===== config.mk =====
export PLATFORM = sky130hd
export DESIGN_NAME = qspi_rom_reader
export DESIGN_NICKNAME = d
export VERILOG_FILES = /design/src/rtl/qspi_rom_reader.sv
export SDC_FILE = /design/constraint.sdc
export NUM_CORES = 1
export LEC_CHECK = 0
export CORE_MARGIN = 2
export CORE_UTILIZATION = 40
export DETAILED_ROUTE_END_ITERATION = 8
export SYNTH_ARGS = -nofsm -noshare
export SYNTH_HDL_FRONTEND = slang
export SYNTH_SLANG_ARGS = --single-unit

===== constraint.sdc =====
create_clock -name clk -period 5.8 [get_ports clk]
set_input_delay 1.16 -clock clk [delete_from_list [all_inputs] [get_ports clk]]
set_output_delay 1.16 -clock clk [all_outputs]
set_load 0.05 [all_outputs]

===== src/rtl/qspi_rom_reader.sv =====
// Quad-SPI read initiator: fetches single bytes from a QSPI ROM, keeping the ROM
// selected across sequential addresses so linear fetches skip command/address.
module qspi_rom_reader #(
  parameter logic [7:0] CMD     = 8'hEB,
  parameter int         ADDR_W  = 24,
  parameter int         DUMMY   = 4,
  parameter int         CS_HIGH = 2
) (
  input  logic              clk,
  input  logic              rst_n,
  input  logic              req_valid,
  input  logic [ADDR_W-1:0] req_addr,
  output logic              req_ready,
  output logic              rd_valid,
  output logic [7:0]        rd_data,
  output logic              spi_select,
  output logic              spi_clk,
  output logic [3:0]        spi_io_out,
  output logic [3:0]        spi_io_oe,
  input  logic [3:0]        spi_io_in
);

  typedef enum logic [2:0] {
    S_DESEL, S_IDLE, S_CMD, S_ADDR, S_DUMMY, S_DATA, S_STREAM
  } state_t;

  localparam logic [7:0]        NIB_LAST   = 8'(ADDR_W / 4 - 1);
  localparam logic [7:0]        DUMMY_LAST = 8'(DUMMY - 1);
  localparam logic [7:0]        CS_LAST    = 8'(CS_HIGH - 1);
  localparam logic [ADDR_W-1:0] ONE        = ADDR_W'(1);

  state_t              state, state_n;
  logic                phase, phase_n;     // 0 = L half (spi_clk low), 1 = H half
  logic [7:0]          cnt, cnt_n;
  logic [ADDR_W-1:0]   addr, addr_n;       // doubles as last fetched address in STREAM
  logic                pend, pend_n;       // latched non-sequential request awaiting issue
  logic [7:0]          shift, shift_n;
  logic                rd_valid_n, req_ready_n, spi_select_n, spi_clk_n;
  logic [7:0]          rd_data_n;
  logic [3:0]          spi_io_out_n, spi_io_oe_n;
  logic [ADDR_W-1:0]   addr_sh;
  logic                accept;

  // NOTE: every variable gets a default before the case so no path leaves it
  // unassigned; otherwise synthesis infers a latch.
  always_comb begin
    state_n    = state;
    phase_n    = phase;
    cnt_n      = cnt;
    addr_n     = addr;
    pend_n     = pend;
    shift_n    = shift;
    rd_valid_n = 1'b0;
    rd_data_n  = rd_data;
    accept     = req_valid && req_ready;

    unique case (state)
      S_DESEL: begin
        if (cnt == CS_LAST) begin
          cnt_n   = '0;
          phase_n = 1'b0;
          pend_n  = 1'b0;
          // A latched request skips IDLE so select is high for exactly CS_HIGH cycles.
          state_n = pend ? S_CMD : S_IDLE;
        end else begin
          cnt_n = cnt + 8'd1;
        end
      end
      S_IDLE: begin
        if (accept) begin
          addr_n  = req_addr;
          cnt_n   = '0;
          phase_n = 1'b0;
          state_n = S_CMD;
        end
      end
      S_CMD: begin
        if (!phase) begin
          phase_n = 1'b1;
        end else begin
          phase_n = 1'b0;
          if (cnt == 8'd1) begin
            cnt_n   = '0;
            state_n = S_ADDR;
          end else begin
            cnt_n = cnt + 8'd1;
          end
        end
      end
      S_ADDR: begin
        if (!phase) begin
          phase_n = 1'b1;
        end else begin
          phase_n = 1'b0;
          if (cnt == NIB_LAST) begin
            cnt_n   = '0;
            state_n = (DUMMY == 0) ? S_DATA : S_DUMMY;
          end else begin
            cnt_n = cnt + 8'd1;
          end
        end
      end
      S_DUMMY: begin
        if (!phase) begin
          phase_n = 1'b1;
        end else begin
          phase_n = 1'b0;
          if (cnt == DUMMY_LAST) begin
            cnt_n   = '0;
            state_n = S_DATA;
          end else begin
            cnt_n = cnt + 8'd1;
          end
        end
      end
      S_DATA: begin
        if (cnt == 8'd2) begin
          // Both nibbles captured; publish the byte one cycle after the last sample.
          rd_valid_n = 1'b1;
          rd_data_n  = shift;
          cnt_n      = '0;
          state_n    = S_STREAM;
        end else if (!phase) begin
          phase_n = 1'b1;
        end else begin
          phase_n = 1'b0;
          shift_n = {shift[3:0], spi_io_in};
          cnt_n   = cnt + 8'd1;
        end
      end
      S_STREAM: begin
        if (accept) begin
          addr_n  = req_addr;
          cnt_n   = '0;
          phase_n = 1'b0;
          if (req_addr == addr + ONE) begin
            state_n = S_DATA;
          end else begin
            pend_n  = 1'b1;
            state_n = S_DESEL;
          end
        end
      end
      default: state_n = S_DESEL;
    endcase

    // Registered outputs are derived from the next state, so they change only
    // on entry to an L half and hold through the following H half.
    addr_sh      = addr_n << {cnt_n, 2'b00};
    spi_select_n = !(state_n inside {S_CMD, S_ADDR, S_DUMMY, S_DATA, S_STREAM});
    spi_clk_n    = phase_n && (state_n inside {S_CMD, S_ADDR, S_DUMMY, S_DATA});
    spi_io_oe_n  = (state_n inside {S_CMD, S_ADDR}) ? 4'hF : 4'h0;
    req_ready_n  = state_n inside {S_IDLE, S_STREAM};
    spi_io_out_n = 4'h0;
    if (state_n == S_CMD)  spi_io_out_n = cnt_n[0] ? CMD[3:0] : CMD[7:4];
    if (state_n == S_ADDR) spi_io_out_n = addr_sh[ADDR_W-1 -: 4];
  end

  // NOTE: state registers use non-blocking assignments so every flop samples
  // the values from before the edge, independent of statement order.
  always_ff @(posedge clk or negedge rst_n) begin
    if (!rst_n) begin
      state      <= S_DESEL;
      phase      <= 1'b0;
      cnt        <= '0;
      addr       <= '0;
      pend       <= 1'b0;
      shift      <= '0;
      rd_valid   <= 1'b0;
      rd_data    <= '0;
      req_ready  <= 1'b0;
      spi_select <= 1'b1;
      spi_clk    <= 1'b0;
      spi_io_out <= '0;
      spi_io_oe  <= '0;
    end else begin
      state      <= state_n;
      phase      <= phase_n;
      cnt        <= cnt_n;
      addr       <= addr_n;
      pend       <= pend_n;
      shift      <= shift_n;
      rd_valid   <= rd_valid_n;
      rd_data    <= rd_data_n;
      req_ready  <= req_ready_n;
      spi_select <= spi_select_n;
      spi_clk    <= spi_clk_n;
      spi_io_out <= spi_io_out_n;
      spi_io_oe  <= spi_io_oe_n;
    end
  end

endmodule


# --- Yosys cells after proc, flatten, opt, wreduce, memory -nomap -nowiden ---
# Cells that the tools add are included.
word_totals:
  register_bits: 65
  output_inout_bits: 20
  word_cells: 91
op_classes:
  n_addsub: 2
  eq_ne: 20
  shifts: 1
  muxes: 40
  bitwise_logic: 1
  n_reduce_logical: 14
op_table:
  columns: ["op", "n"]
  rows:
  - ["8-bit 2-to-1 mux", 9]
  - ["24-bit 2-to-1 mux", 2]
  - ["8-bit one-hot mux with 6 select lines", 1]
  - ["3-bit 2-to-1 mux", 12]
  - ["24-bit by 1-bit adder with 24-bit output (second input constant)", 1]
  - ["24-bit equality test", 1]
  - ["24-bit by 10-bit left shift with 24-bit output", 1]
  - ["3-bit one-hot mux with 7 select lines", 1]
  - ["3-bit equality test (second input constant)", 6]
  - ["8-bit by 2-bit equality test with 1-bit output (second input constant)", 2]
  - ["3-bit by 2-bit equality test with 1-bit output (second input constant)", 4]
  - ["4-bit 2-to-1 mux", 3]
  - ["1-bit 2-to-1 mux", 9]
  - ["8-bit by 1-bit adder with 8-bit output (second input constant)", 1]
  - ["8-bit by 1-bit equality test with 1-bit output (second input constant)", 1]
  - ["8-bit by 3-bit equality test with 1-bit output (second input constant)", 1]
  - ["3-bit by 1-bit equality test with 1-bit output (second input constant)", 2]
  - ["2-bit != test (second input constant)", 3]
  - ["2-bit nonzero test", 3]
  - ["5-bit nonzero test", 1]
  - ["1-bit one-hot mux with 4 select lines", 1]
  - ["4-bit AND reduction", 1]
  - ["4-bit nonzero test", 1]
  - ["3-bit logical NOT", 1]
  - ["other kinds (9)", 10]

# --- Depth between registers and ports, before layout ---
depth:
  ltp_word: 8
  depth_mapped: 11
  ltp_nobuf: 11

# --- Worst setup path after synthesis ---
# OpenSTA, ideal clock, no wires.
synth_path:
  path_kind: "in2reg"
  from: "in req_addr[14]"
  to: "reg spi_clk"
  setup_ns: 0.084
  arrival_time_ns: 3.364
  t_required_ns: 5.716
  path_slack_ns: 2.352
  stages: 8
  path_cell_list: "xnor2_1 -> a22oi_1 -> nor4_1 -> o2111ai_1 -> or4_1 -> or4b_1 -> a211o_1 -> a21boi_0"
synth_via:
  elab_chain_len: 7
  elab_cells_between_ends: 10
  cone_classes: "eq/ne: 5; mux: 3; reduce/logical: 2"
synth_lines:
  columns: ["item", "line", "rtl"]
  rows:
  - ["from (decl)", "12", "input logic [ADDR_W-1:0] req_addr,"]
  - ["24-bit equality test *", "136", "if (req_addr == addr + ONE) begin"]
  - ["3-bit 2-to-1 mux *", "136", null]
  - ["3-bit 2-to-1 mux *", "132", "if (accept) begin"]
  - ["3-bit one-hot mux with 7 select lines *", "57", "unique case (state)"]
  - ["3-bit by 2-bit equality test with 1-bit output or 3-bit equality test (tied branches)", "151", "spi_clk_n = phase_n && (state_n inside {S_CMD, S_ADDR, S_DUMMY, S_DATA});"]
  - ["4-bit nonzero test *", "151", null]
  - ["1-bit logical AND *", "151", null]
  - ["named net spi_clk_n", "38", "logic rd_valid_n, req_ready_n, spi_select_n, spi_clk_n;"]
  - ["to (signal assigned)", "187", "spi_clk <= spi_clk_n;"]
  - ["to (decl)", "17", "output logic spi_clk,"]
# Mark *: on every way through the listed nets, which the timed path passes. The rest lies on a longest branch.
# A chain may end at the register's enable or synchronous reset.

# --- Final worst setup path ---
layout_path:
  from: "in req_addr[14]"
  to: "reg spi_io_out[3]"
layout_via:
  elab_chain_len: 7
  elab_cells_between_ends: 8
  cone_classes: "eq/ne: 3; mux: 5"
layout_lines:
  columns: ["item", "line", "rtl"]
  rows:
  - ["24-bit equality test *", "136", null]
  - ["3-bit 2-to-1 mux *", "136", null]
  - ["3-bit 2-to-1 mux *", "132", null]
  - ["3-bit one-hot mux with 7 select lines *", "57", null]
  - ["3-bit by 2-bit equality test with 1-bit output", "155", "if (state_n == S_CMD) spi_io_out_n = cnt_n[0] ? CMD[3:0] : CMD[7:4];"]
  - ["4-bit 2-to-1 mux", "155", null]
  - ["4-bit 2-to-1 mux *", "156", "if (state_n == S_ADDR) spi_io_out_n = addr_sh[ADDR_W-1 -: 4];"]
  - ["named net spi_io_out_n[3]", "40", "logic [3:0] spi_io_out_n, spi_io_oe_n;"]
  - ["to (signal assigned)", "188", "spi_io_out <= spi_io_out_n;"]
  - ["to (decl)", "18", "output logic [3:0] spi_io_out,"]
# Marks and branches as above.

==> metrics.md <==
| Metric | Value |
|---|---|
| Status | completed |
| Total Negative Setup Slacks | 0 ns |
| Power Internal | 668.2 uW |
| Type of the worst setup path | in2reg |
| Post-route DRC | 0 |
| Clock latency at the later pin of the worst-skew pair | 0.36 ns |
| Max-slew violation count | 0 |
| Share of layout cells above drive strength 1 | 13.28% |
| Number of placement rows | 38 |
| Total setup violations reported at the end of the flow | 0 |
| Floorplan die height | 108.6 um |
| Placed instance area | 4937 sq um |
| Yosys cell types | 74 |
| Die W | 108.6 um |
| Fin crit share | 68.70% |
| WHS Path Cells | 2 |
| Global-route wire length before repair | 20430 um |
| Hold_buf cts | 0 |
| Logic depth of the worst register-to-register path | 9 |
| Prevailing post-synth register cell | dfrtp_1 |
| Total die area | 11800 sq um |
| Peak supply drop | 0.0001179 V |
| Wire length reported by the detailed router | 12830 um |
| # clock sinks | 62 |
| Power share of the clock group | 45.8% |
| Placer's final routability congestion estimate | 0.9569 |
| Total congestion overflow after global routing | 0 |
| Drt first pass iters | 5 |
| Yosys synthesis warning count | 0 |
| Syn avg cell area | 8.940 sq um |
| Post-cts repair resize count | 0 |
| Total of flip-flops plus latches after synthesis | 62 |
| Total nets after synthesis | 526 |
| Largest net degree at the start of global routing | 63 |
| Top fanout value on the critical path | 6 |
| Worst hold slack across all endpoints | 0.4753 ns |
| Total number of vias | 4051 |
| Class of the worst hold path | reg2reg |
| Initial antenna violation count | 0 |
| Final non-filler cell area | 5141 sq um |
| Static leakage | 1.989 nW |
| Number of CTS-inserted buffers | 9 |
| Antenna Diode Count | 0 |
| Highest Clock Rate | 251.0 MHz |
| Cell count after synthesis | 490 |
| Number of enable-type register cells in the synthesized netlist | 0 |
| Post-route total power | 911.8 uW |
| Final net count | 558 |
| Clock tree from TritonCTS | done |
| Worst path arrival time | 4.23 ns |
| Clock period minus final worst setup slack | 3.984 ns |
| Buffer type at the clock tree root | clkbuf_8 |
| Switching share of total power | 26.72% |
| CP endpoint kind | flip-flop |
| Delay of the slowest critical-path stage | 0.52 ns |
| Post-synthesis sequential area ratio | 35.45% |
| Effective utilization at floorplan | 40.77% |
| Final ANT Viol Nets | 0 |
| Power share of the combinational group | 6.3% |
| Sequential cell fraction of total power | 47.9% |
| Pin slew with the least headroom to its limit | 0.9668 ns |
| Power spent charging and discharging nets | 243.6 uW |
| Drt via density | 6.073 |
| Power density over the cells | 177.3 nW/um^2 |
| Critical-path cell list | clkdlybuf4s50_1 > xnor2_1 > a22oi_1 > nor4_1 > o2111ai_1 > or4_1 > nor4b_1 > a21oi_1 > o31ai_1 |
| Global Route Usage Sum | 22.52% |
| Worst slew slack as a fraction of its limit | 34.53% |
| Max H-tree Level | 3 |
| Starting DRT DRC Count | 337 |
| Final Hold Violating Endpoints | 0 |
| Synthesis-to-finish area growth | 17.37% |
| Critical-path top delay cell | nor4b_1 |
| Number of violations of the max-capacitance limit | 0 |
| Total of buffers placed on input and output ports | 50 |
| Total core area | 10750 sq um |
| Count of buffers added by post-CTS timing repair for setup | 0 |
| Synth async-reset ratio | 100.0% |
| Clock-pin slew reported for the worst setup and hold paths after clock tree synthesis | 0.08 ns |
| Clk_skew | 0.01200 ns |
| Mean routed wirelength per cell | 19.23 um |
| Max Root-Sink Buffers | 2 |
| Final Util | 47.85% |
| I/O pin count | 51 |
| Cell area after technology mapping | 4380 sq um |
| Unrepaired setup endpoints after global routing | no |
| Startpoint types | input port |
| Detailed placer's ending HPWL | 9137 um |
| Worst endpoint required time | 6.04 ns |
| Number of global-route vias before repair | 3791 |
==> power groups by stage <==
stage	Sequential (mW)	Combinational (mW)	Clock, mW
after global routing	0.437	0.0629	0.443
after detailed placement	0.445	0.0577	0
final	0.436	0.0575	0.418
after floorplan	0.445	0.0173	0
after global placement	0.445	0.0574	0
after CTS	0.436	0.0581	0.425
==> critical path: cells and delay by family <==
family | cells | cell delay (ns)
and+or+nand+nor | 3 | 1.34
buffers and inverters | 1 | 0.45
AOI/OAI and AO/OA | 4 | 0.92
xor gates and xnor gates | 1 | 0.35
==> worst paths after layout <==
check | from | end | slack (ns)
max | req_addr[14] | spi_io_out[3] | 1.82
min | rd_data[5] | rd_data[5] | 0.48
max reg2reg | state[2] | spi_io_out[3] | 2.18
min reg2reg | rd_data[5] | rd_data[5] | 0.48
max in group asynchronous | rst_n | rd_data[6] | 4.29
min in group asynchronous | rst_n | cnt[0] | 0.97
==> logic make-up (layout without fill, tap and decap cells) <==
family,Yosys count,after routing,synth area share (%)
simple gates,177,177,22.14
fa+ha+maj,5,5,1.428
compound gates,147,147,23.82
xor+xnor,27,27,5.741
mux,29,29,7.369
flops,62,62,35.45
buf+inv,43,80,4.056
==> layer usage <==
metal	wire [um]	part of all wire (%)	global-route usage, %
met3	542	4.2	3.527
met4	214	1.7	6.685
met2	5864	46	35.09
met1	6206	48	32.26
met5	0	0	0
==> placed cells by master (no fill, tap or decap), types with 4 or more instances in the layout <==
cell,n
and3_1,11
inv_1,9
nor2_1,20
xor2_1,11
a211oi_1,7
o31ai_1,5
nand2b_1,12
a21oi_1,21
a31oi_1,7
mux2_2,26
o21ai_0,26
a21boi_0,4
nor3_1,7
nor2b_1,4
and2_1,5
o22ai_1,28
dfrtp_1,61
nand2_1,54
nand4_1,6
xnor2_1,15
ha_1,5
nor4_1,4
clkdlybuf4s50_1,49
and4_1,6
or3_1,7
nand3_1,20
clkbuf_8,9
o221a_2,8
==> area by class of cell <==
class | instances | area (sq um)
multi-input cells | 385 | 2650
flip-flops and latches | 62 | 1553
clock inverters | 7 | 80.08
fillers | 1029 | 5604
clock buffers | 9 | 123.9
well taps | 140 | 175.2
repair buffers | 53 | 518.0
inverters | 11 | 41.29
==> metrics by stage <==
step | setup slack (ns) | cells
after floorplan | 2.352 | 490
final | 1.816 | 667
after global placement | 1.499 | 651
after CTS | 1.828 | 667
after detailed placement | 1.458 | 651
after global routing | 1.590 | 667
==> sequential cells by signal, summed over array words and instances, names as in the netlist, 3 cells and up <==
name,count
state,3
spi_io_out,4
cnt,8
shift,8
addr,24
rd_data,8
==> cell usage after synthesis, types with 4 or more instances <==
library cell	count	area [sq um]
o22ai_1	28	175.2
inv_1	9	33.78
nand4_1	6	37.54
xor2_1	11	96.34
o221a_2	8	90.09
ha_1	5	62.56
nor2b_1	4	25.02
buf_1	5	18.77
or3_1	7	43.79
mux2_2	26	292.8
nor4_1	4	25.02
nand3_1	20	100.1
nand2b_1	12	75.07
dfrtp_1	61	1526
a21oi_1	21	105.1
xnor2_1	15	131.4
o21ai_0	26	130.1
nand2_1	54	202.7
and4_1	6	52.55
a211oi_1	7	52.55
o31ai_1	5	37.54
nor2_1	20	75.07
and2_1	5	31.28
a21boi_0	4	30.03
clkbuf_1	20	75.07
nor3_1	7	35.03
and3_1	11	68.82
a31oi_1	7	43.79
Power figures use the tool's default switching activity.
